**src/rtl/lcd_if_host_if.sv**
```systemverilog
// lcd_if_host_if: display scan, frame-buffer read and keypad signals between lcd_if_host (master) and user logic (slave)
interface lcd_if_host_if;
    logic [5:0]  display_number;
    logic        display_valid;
    logic [39:0] display_name;
    logic [31:0] display_value;
    logic [5:0]  rd_addr;
    logic        rd_valid;
    logic [39:0] rd_name;
    logic [31:0] rd_value;
    logic        frame_done;
    logic        key_valid;
    logic [4:0]  key_code;
    logic [31:0] entry_value;
    logic [3:0]  entry_digits;
    logic        input_valid;
    logic [31:0] input_value;
    modport master (
        output display_number, rd_valid, rd_name, rd_value, frame_done,
               entry_value, entry_digits, input_valid, input_value,
        input  display_valid, display_name, display_value, rd_addr, key_valid, key_code
    );
    modport slave (
        input  display_number, rd_valid, rd_name, rd_value, frame_done,
               entry_value, entry_digits, input_valid, input_value,
        output display_valid, display_name, display_value, rd_addr, key_valid, key_code
    );
endinterface

```
**src/rtl/lcd_if_host.sv**
```systemverilog
// lcd_if_host: scans 44 display areas into a frame buffer and assembles hex keypad entries; LCD_SCAN_HOLD_EN adds a scan_hold input
module lcd_if_host #(
    parameter int DWELL = 2
) (
    input logic clk,
    input logic reset,
`ifdef LCD_SCAN_HOLD_EN
    input logic scan_hold,
`endif
    lcd_if_host_if.master bus
);
    localparam logic [3:0] LAST = 4'(DWELL - 1);

    logic        hold;
    logic [3:0]  cnt;
    logic        wr;
    logic        in_range;
    logic [63:0] valid_mem;
    logic [39:0] name_mem [64];
    logic [31:0] value_mem [64];

`ifdef LCD_SCAN_HOLD_EN
    assign hold = scan_hold;
`else
    assign hold = 1'b0;
`endif

    assign wr       = !hold && cnt == LAST;
    assign in_range = bus.rd_addr >= 6'd1 && bus.rd_addr <= 6'd44;

    // scan counter: dwell count and area number, frame_done one cycle after the area-44 capture
    always_ff @(posedge clk) begin
        if (reset) begin
            cnt                <= '0;
            bus.display_number <= 6'd1;
            bus.frame_done     <= 1'b0;
        end else begin
            bus.frame_done <= wr && bus.display_number == 6'd44;
            if (!hold) begin
                cnt <= wr ? 4'd0 : cnt + 4'd1;
                if (wr)
                    bus.display_number <= bus.display_number == 6'd44 ? 6'd1 : bus.display_number + 6'd1;
            end
        end
    end

    // valid bits are the only buffer state that must clear on reset
    always_ff @(posedge clk) begin
        if (reset)
            valid_mem <= '0;
        else if (wr)
            valid_mem[bus.display_number] <= bus.display_valid;
    end

    // label and value storage, meaningful only where the valid bit is set
    always_ff @(posedge clk) begin
        if (wr) begin
            name_mem[bus.display_number]  <= bus.display_name;
            value_mem[bus.display_number] <= bus.display_value;
        end
    end

    // registered read port; a same-cycle write is seen on the following read
    always_ff @(posedge clk) begin
        if (reset) begin
            bus.rd_valid <= 1'b0;
            bus.rd_name  <= '0;
            bus.rd_value <= '0;
        end else begin
            bus.rd_valid <= in_range && valid_mem[bus.rd_addr];
            bus.rd_name  <= in_range ? name_mem[bus.rd_addr] : 40'd0;
            bus.rd_value <= in_range ? value_mem[bus.rd_addr] : 32'd0;
        end
    end

    // keypad entry: shift in digits, backspace, clear, commit on enter
    always_ff @(posedge clk) begin
        if (reset) begin
            bus.entry_value  <= '0;
            bus.entry_digits <= '0;
            bus.input_valid  <= 1'b0;
            bus.input_value  <= '0;
        end else begin
            bus.input_valid <= bus.key_valid && bus.key_code == 5'd18 && bus.entry_digits != 4'd0;
            if (bus.key_valid) begin
                if (!bus.key_code[4] && bus.entry_digits != 4'd8) begin
                    bus.entry_value  <= {bus.entry_value[27:0], bus.key_code[3:0]};
                    bus.entry_digits <= bus.entry_digits + 4'd1;
                end else if (bus.key_code == 5'd16 && bus.entry_digits != 4'd0) begin
                    bus.entry_value  <= bus.entry_value >> 4;
                    bus.entry_digits <= bus.entry_digits - 4'd1;
                end else if (bus.key_code == 5'd17 || (bus.key_code == 5'd18 && bus.entry_digits != 4'd0)) begin
                    bus.entry_value  <= '0;
                    bus.entry_digits <= '0;
                end
                if (bus.key_code == 5'd18 && bus.entry_digits != 4'd0)
                    bus.input_value <= bus.entry_value;
            end
        end
    end
endmodule
```
**src/flat_wrapper.sv**
```systemverilog
// flat-port wrapper written by rule: the top's interface ports become plain ports
module lcd_if_host_flat 
#(
    parameter int DWELL = 2
)
  (clk, reset, bus_display_number, bus_rd_valid, bus_rd_name, bus_rd_value, bus_frame_done, bus_entry_value, bus_entry_digits, bus_input_valid, bus_input_value, bus_display_valid, bus_display_name, bus_display_value, bus_rd_addr, bus_key_valid, bus_key_code);
  lcd_if_host_if bus_i ();
  input logic clk;
  input logic reset;
  output wire logic [$bits(bus_i.display_number)-1:0] bus_display_number;
  output wire logic [$bits(bus_i.rd_valid)-1:0] bus_rd_valid;
  output wire logic [$bits(bus_i.rd_name)-1:0] bus_rd_name;
  output wire logic [$bits(bus_i.rd_value)-1:0] bus_rd_value;
  output wire logic [$bits(bus_i.frame_done)-1:0] bus_frame_done;
  output wire logic [$bits(bus_i.entry_value)-1:0] bus_entry_value;
  output wire logic [$bits(bus_i.entry_digits)-1:0] bus_entry_digits;
  output wire logic [$bits(bus_i.input_valid)-1:0] bus_input_valid;
  output wire logic [$bits(bus_i.input_value)-1:0] bus_input_value;
  input wire logic [$bits(bus_i.display_valid)-1:0] bus_display_valid;
  input wire logic [$bits(bus_i.display_name)-1:0] bus_display_name;
  input wire logic [$bits(bus_i.display_value)-1:0] bus_display_value;
  input wire logic [$bits(bus_i.rd_addr)-1:0] bus_rd_addr;
  input wire logic [$bits(bus_i.key_valid)-1:0] bus_key_valid;
  input wire logic [$bits(bus_i.key_code)-1:0] bus_key_code;
  assign bus_display_number = bus_i.display_number;
  assign bus_rd_valid = bus_i.rd_valid;
  assign bus_rd_name = bus_i.rd_name;
  assign bus_rd_value = bus_i.rd_value;
  assign bus_frame_done = bus_i.frame_done;
  assign bus_entry_value = bus_i.entry_value;
  assign bus_entry_digits = bus_i.entry_digits;
  assign bus_input_valid = bus_i.input_valid;
  assign bus_input_value = bus_i.input_value;
  assign bus_i.display_valid = bus_display_valid;
  assign bus_i.display_name = bus_display_name;
  assign bus_i.display_value = bus_display_value;
  assign bus_i.rd_addr = bus_rd_addr;
  assign bus_i.key_valid = bus_key_valid;
  assign bus_i.key_code = bus_key_code;
  lcd_if_host #(.DWELL(DWELL)) u_core (.clk(clk), .reset(reset), .bus(bus_i));
endmodule
```
**config.mk**
```make
export PLATFORM = sky130hd
export DESIGN_NAME = lcd_if_host_flat
export DESIGN_NICKNAME = d
export VERILOG_FILES = /design/src/rtl/lcd_if_host_if.sv /design/src/rtl/lcd_if_host.sv /design/src/flat_wrapper.sv
export SDC_FILE = /design/constraint.sdc
export NUM_CORES = 2
export LEC_CHECK = 0
export ABC_AREA = 0
export CORE_ASPECT_RATIO = 0.5
export CORE_MARGIN = 1
export CORE_UTILIZATION = 60
export CTS_CLUSTER_SIZE = 10
export DETAILED_ROUTE_END_ITERATION = 8
export GPL_TIMING_DRIVEN = 0
export PLACE_DENSITY = 0.77
export SKIP_CTS_REPAIR_TIMING = 1
export SYNTH_ARGS = -nofsm -noshare
export SYNTH_HDL_FRONTEND = slang
export SYNTH_MEMORY_MAX_BITS = 65536
export SYNTH_SLANG_ARGS = --single-unit
```
**constraint.sdc**
```tcl
create_clock -name clk -period 6.9 [get_ports clk]
set_input_delay 2.07 -clock clk [delete_from_list [all_inputs] [get_ports clk]]
set_output_delay 2.07 -clock clk [all_outputs]
set_load 0.03 [all_outputs]
```
Word level (Yosys, flattened, before mapping)

Memories as Yosys holds them, arrays and structs flattened. A register that Yosys moved wholly into a read port is not among the register bits.
Index checks and enable logic that the tools add are counted.

$add $sub $neg: 4
Reductions and logical operators: 17
Magnitude comparators: 5
Mux-type cells: 14
Equality and inequality tests: 6
Bitwise gates (word level): 1

Operator list:

| operator            | number |
|---|---|
| $mux 32             | 3 |
| $bwmux 64           | 1 |
| $eq 5x5->1 const B  | 3 |
| $lt 6x7->1 const B  | 2 |
| $ge 6x1->1 const B  | 2 |
| $mux 4              | 3 |
| $logic_and 1x1->1   | 9 |
| $add 4x1->4 const B | 2 |
| $add 6x1->6 const B | 1 |
| $bmux 1 s6          | 1 |
| $demux 1 s6         | 1 |
| $eq 6x6->1 const B  | 1 |
| $le 6x6->1 const B  | 1 |
| $mux 6              | 1 |
| $eq 4x1->1 const B  | 1 |
| $mux 1              | 4 |
| $ne 4x4->1 const B  | 1 |
| $reduce_and 2->1    | 2 |
| $reduce_bool 4->1   | 1 |
| $reduce_or 2->1     | 2 |
| $sub 4x1->4 const B | 1 |
| $reduce_bool 3->1   | 1 |
| $logic_not 1->1     | 1 |
| $logic_or 1x1->1    | 1 |
| $not 1->1           | 1 |

Logic and storage cells: 58
Bits in writable memories: 4,608
Memories kept: 2
Flip-flop bits (word level): 145
Output and inout bits: 149
Bits of input ports: 87

Memories:

| name             | depth | bits a word | rd ports | clocked after memory_dff | wr ports | line              | text |
|---|---|---|---|---|---|---|---|
| u_core.name_mem  | 64    | 40          | 1        | 1                        | 1        | lcd_if_host.sv:19 | `logic [39:0] name_mem [64];` |
| u_core.value_mem | 64    | 32          | 1        | 1                        | 1        | lcd_if_host.sv:20 | `logic [31:0] value_mem [64];` |

Longest topological paths before layout

Depth in word-level cells: 6
Depth in mapped cells: 10
Mapped depth without buffers: 7

Worst setup path before layout

OpenSTA, ideal clock, no wires.

Path type: reg2reg
Start: register u_core.bus.display_number[4]
End: memory u_core.name_mem[19][0] (enable)
Buffers on the path: 2
Period minus slack after synthesis: 5,024 ps
Setup time: 504 ps
Path slack: 1,876 ps
Arrival: 4,520 ps
Stages on the path, launching flop included: 5
Data required time: 6,396 ps
Cell sequence: dfxtp_1 clkbuf_1 or3b_2 clkbuf_1 nor2_1

RTL lines:

| item                     | line                 | text |
|---|---|---|
| start: declaration       | lcd_if_host_if.sv:19 | `output display_number, rd_valid, rd_name, rd_value, frame_done,` |
| start signal: assignment | lcd_if_host.sv:42    | `bus.display_number <= bus.display_number == 6'd44 ? 6'd1 : bus.display_number + 6'd1;` |
| end: declaration         | lcd_if_host.sv:19    |  |

No word-level cell before the write port.

Worst setup path in the final report

Start: input bus_rd_addr[3]
End: register u_core.bus.rd_value[13] (read register of u_core.value_mem)

Word-level cells in the longest chain between the ends: 4
Elaborated cells on any way between the ends: 5
Those cells by class: order compare (2); bitwise (1); reduce/logical (2)

Ends and longest elaborated chain:

| item                                            | line                 | text |
|---|---|---|
| start: declaration                              | flat_wrapper.sv:22   | `input wire logic [$bits(bus_i.rd_addr)-1:0] bus_rd_addr;` |
| $ge 6x1->1 / $le 6x6->1 (equally long branches) | lcd_if_host.sv:29    | `assign in_range = bus.rd_addr >= 6'd1 && bus.rd_addr <= 6'd44;` |
| $logic_and 1x1->1                               | lcd_if_host.sv:29    |  |
| $not 1->1 (no source line)                      | n/a                  |  |
| $reduce_or 2->1 (no source line)                | n/a                  |  |
| end: declaration                                | lcd_if_host_if.sv:19 |  |

Parallel ways exist; a longest one is shown, timed or not.
A chain may end at the register's enable or synchronous reset.

==> summary.md <==
| Metric | Value |
|---|---|
| Status | `complete, but fails checks` |
| Failing checks | `max-capacitance violations, max-slew violations` |
| Library cells used by synthesis | `62` |
| WS Path Type | `in -> reg` |
| DPL Wire Length | `326000 microns` |
| Final Hold Viols | `0` |
| PortBufs | `230` |
| Row Count | `133` |
| Final setup violation count | `0` |
| I/O pin total | `236` |
| Tcrit/Tclk final | `91.9%` |
| Cell taking the most area after synthesis | `edfxtp_1` |
| H-tree lvl count | `5` |
| Hold Crit Class | `reg -> reg` |
| Worst EP arrival | `7.15 ns` |
| Seq cells post-synth | `4297` |
| Total of warnings raised by yosys | `0` |
| Final setup skew | `0.0604 ns` |
| Post-synth EDFFs | `4096` |
| Num CTS Buffers | `471` |
| 1st-iter DRT viols | `20500` |
| Worst-Margin Slew | `1.62 ns` |
| Post-synth net total | `7077` |
| CTS clock-pin slew for the worst setup and hold paths | `0.05 ns` |
| P_leak | `57.7 nW` |
| Synth Instances | `6984` |
| Clock latency at the later pin of the worst-skew pair | `0.97 ns` |
| Pin count of the biggest net entering global routing | `65` |
| CP endpoint kind | `flop` |
| Layout cells sized above 1 | `26.1%` |
| VDD IR max | `217 uV` |
| TritonCTS clock tree | `done` |
| Hold Path End | `u_core.bus.input_value[0]$_SDFFE_PP0P_` |
| Aggregate routed wire length | `546000 microns` |
| Slew Limit Fails | `33` |
| Worst-path maximum fanout | `14` |
| Min cycle time layout | `6.34 ns` |
| Worst Reg-to-Reg Cells | `7` |
| Worst-case clock buffer depth | `4` |
| RD Place Congestion | `0.869` |
| Syn avg cell area | `23.0 sq um` |
| Overflow after GRT | `0` |
| Crit-path max cell delay | `1.22 ns` |
| # fillers | `13800` |
| Slew headroom | `-8.32%` |
| Top cells by area in the synthesized netlist | `edfxtp_1 77%, mux4_2 15%, dfxtp_1 2.5%` |
| Worst path slowest cell | `buf_1` |
| Synth Cell Area | `161000 sq um` |
| Max capacitance violation total | `4` |
| Placed instance area | `173000 sq um` |
| Total number of vias | `93400` |
| Drt wl/cell | `46.3 microns` |
| Area delta synth->final | `15.9%` |
| Unrepaired setup endpoints after global routing | `no` |
| Fin area | `186000 sq um` |
| 1st-pass router iterations | `9` |
| Vert. Die Dim | `368 microns` |
| Main synth FF type | `edfxtp_1` |
| GR Util All Layers | `40.0%` |
| Startpoint Class | `input pin` |
| Clk Tree Root Cell | `clkbuf_16` |
| Initial antenna violation count | `48` |
| Die area | `270000 sq um` |
| CP Cell Sequence | `buf_2 > buf_2 > buf_2 > buf_1 > mux4_2 > a22oi_1 > nand4_1 > a22o_1` |
| PwrDens | `293 nW/um^2` |
| First-pass GRT wire length | `733000 microns` |
| Number of global-route vias before repair | `91100` |
| Fin nets | `8039` |
| Worst Hold Depth | `2` |
| Peak Freq | `0.158 GHz` |
| DRC | `0` |
| Core Area | `264000 sq um` |
| Crit path launch | `bus_rd_addr[3]` |
| Top cell by count, worst path | `buf_2` |
| Vias per Instance | `7.92` |
| DRT antenna net count | `0` |
| Worst r2r dst | `u_core.value_mem[27][27]$_DFFE_PP_` |
| Power Total | `54.6 mW` |
| Horiz. Die Dim | `734 microns` |
| Initial Util | `60.7%` |
| Required @ worst endpoint | `7.71 ns` |
| R2r setup slk | `2.81 ns` |
| Total clock sinks | `4297` |
| HP Start | `u_core.bus.input_value[0]$_SDFFE_PP0P_` |
| Top cell type's share of synthesized area | `76.6%` |
| Asr flop ratio synth | `0%` |
| Sequential area share after synthesis | `79.1%` |
| Reg2reg start | `u_core.cnt[0]$_SDFF_PP0_` |
worst max-delay path: cells and delay by family:
family,cells,cell delay (ns)
compound gates,2,1.08
simple gates,1,0.63
buf+inv,4,2.85
mux,1,0.46
layer usage:
layer  routed length, microns  GRT usage (%)  up-vias
met5                      731          0.600        -
met4                    38600           23.3       58
met3                   107000           19.3     2545
met2                   234000           56.1    12200
met1                   166000           51.1    46600
li1                         -              -    32000
report_power, final:
| group | leakage (nW) | switching, mW | total (mW) | internal [mW] |
|---|---|---|---|---|
| clock network | 6.25 | 10.3 | 22.9 | 12.6 |
| registers | 38.5 | 0.0791 | 28.8 | 28.7 |
| logic | 13.0 | 2.01 | 2.96 | 0.954 |
| total | 57.7 | 12.3 | 54.6 | 42.3 |
synthesized netlist by cell type, drive strengths merged, types with 2 or more instances:
library cell and number:
edfxtp 4096, mux4 1056, a22oi 463, clkbuf 207, buf 205, dfxtp 201, nor2 143, nand2 110
nand4 108, a22o 72, a21oi 69, mux2i 50, a211oi 33, o21ai 31, nand3 18, nor3 12
inv 11, nand2b 11, o22ai 10, nor2b 9, and3 7, ha 6, nand3b 4, nor4 4
nor4b 4, o211ai 4, o21a 4, xnor2 4, or3b 3, xor2 3, a31oi 2, and2 2
nor3b 2, nor4bb 2, or3 2
how the worst max path moves through the flow:
stage	to	slack, ns	cells after the start
after global routing	u_core.bus.rd_value[13]$_SDFF_PP0_	0.83	8
after CTS	u_core.bus.rd_name[9]$_SDFF_PP0_	0.78	10
final	u_core.bus.rd_value[13]$_SDFF_PP0_	0.56	8
after floorplan	u_core.name_mem[19][0]$_DFFE_PP_	1.88	4
after global placement	u_core.value_mem[3][2]$_DFFE_PP_	-4.00	5
after detailed placement	u_core.bus.rd_name[0]$_SDFF_PP0_	-0.09	10
registers in the layout, summed over array words and instances, names as in the netlist:
register,count
u_core.value_mem,1792
u_core.name_mem,2304
u_core.cnt,4
u_core.bus.frame_done,1
u_core.bus.input_value,32
u_core.valid_mem,48
u_core.bus.display_number,6
u_core.bus.rd_value,32
u_core.bus.entry_value,32
u_core.bus.rd_name,40
u_core.bus.entry_digits,4
u_core.bus.rd_valid,1
u_core.bus.input_valid,1
cell type report:
cell class | instances | area, sq um | share of cell area (%)
flip-flops and latches | 4297 | 127000 | 68.2
well taps | 3510 | 4390 | 2.36
diodes | 66 | 165 | 0.0887
clock inverters | 14 | 181 | 0.0974
inverters | 12 | 55.1 | 0.0296
plain buffers | 412 | 1840 | 0.988
clock buffers | 725 | 12900 | 6.91
repair buffers | 489 | 7420 | 3.98
multi-input cells | 2263 | 32300 | 17.3
through the flow:
step | utilization [%] | setup WS (ns) | setup TNS (ns) | hold slack, ns | instances
after global routing | 70.4 | 0.830 | 0 | 0.477 | 11700
after floorplan | - | 1.88 | 0 | 0.451 | 6984
after global placement | 63.3 | -4.00 | - | 0.444 | 10700
after detailed placement | 65.4 | -0.0898 | -0.220 | 0.450 | 11000
final | 70.4 | 0.559 | 0 | 0.457 | 11800
after CTS | 70.4 | 0.779 | 0 | 0.459 | 11700
cells in the final DEF (no fill, tap or decap), drive strengths merged, types with 69 or more instances in the layout:
cell / n
buf: 535
a22o: 72
clkbuf: 933
dfxtp: 201
nand4: 108
mux4: 1056
edfxtp: 4096
a21oi: 69
clkdlybuf4s50: 158
nand2: 110
nor2: 143
a22oi: 463
kinds of logic after synthesis:
family | after synthesis | share of synthesized area, %
fa+ha+maj | 6 | 0.0467
simple gates | 445 | 1.38
mux | 1107 | 15.1
flops | 4297 | 79.1
compound gates | 698 | 3.17
xor+xnor | 7 | 0.0382
buf+inv | 424 | 1.17
(Power assumes the default switching activity.)
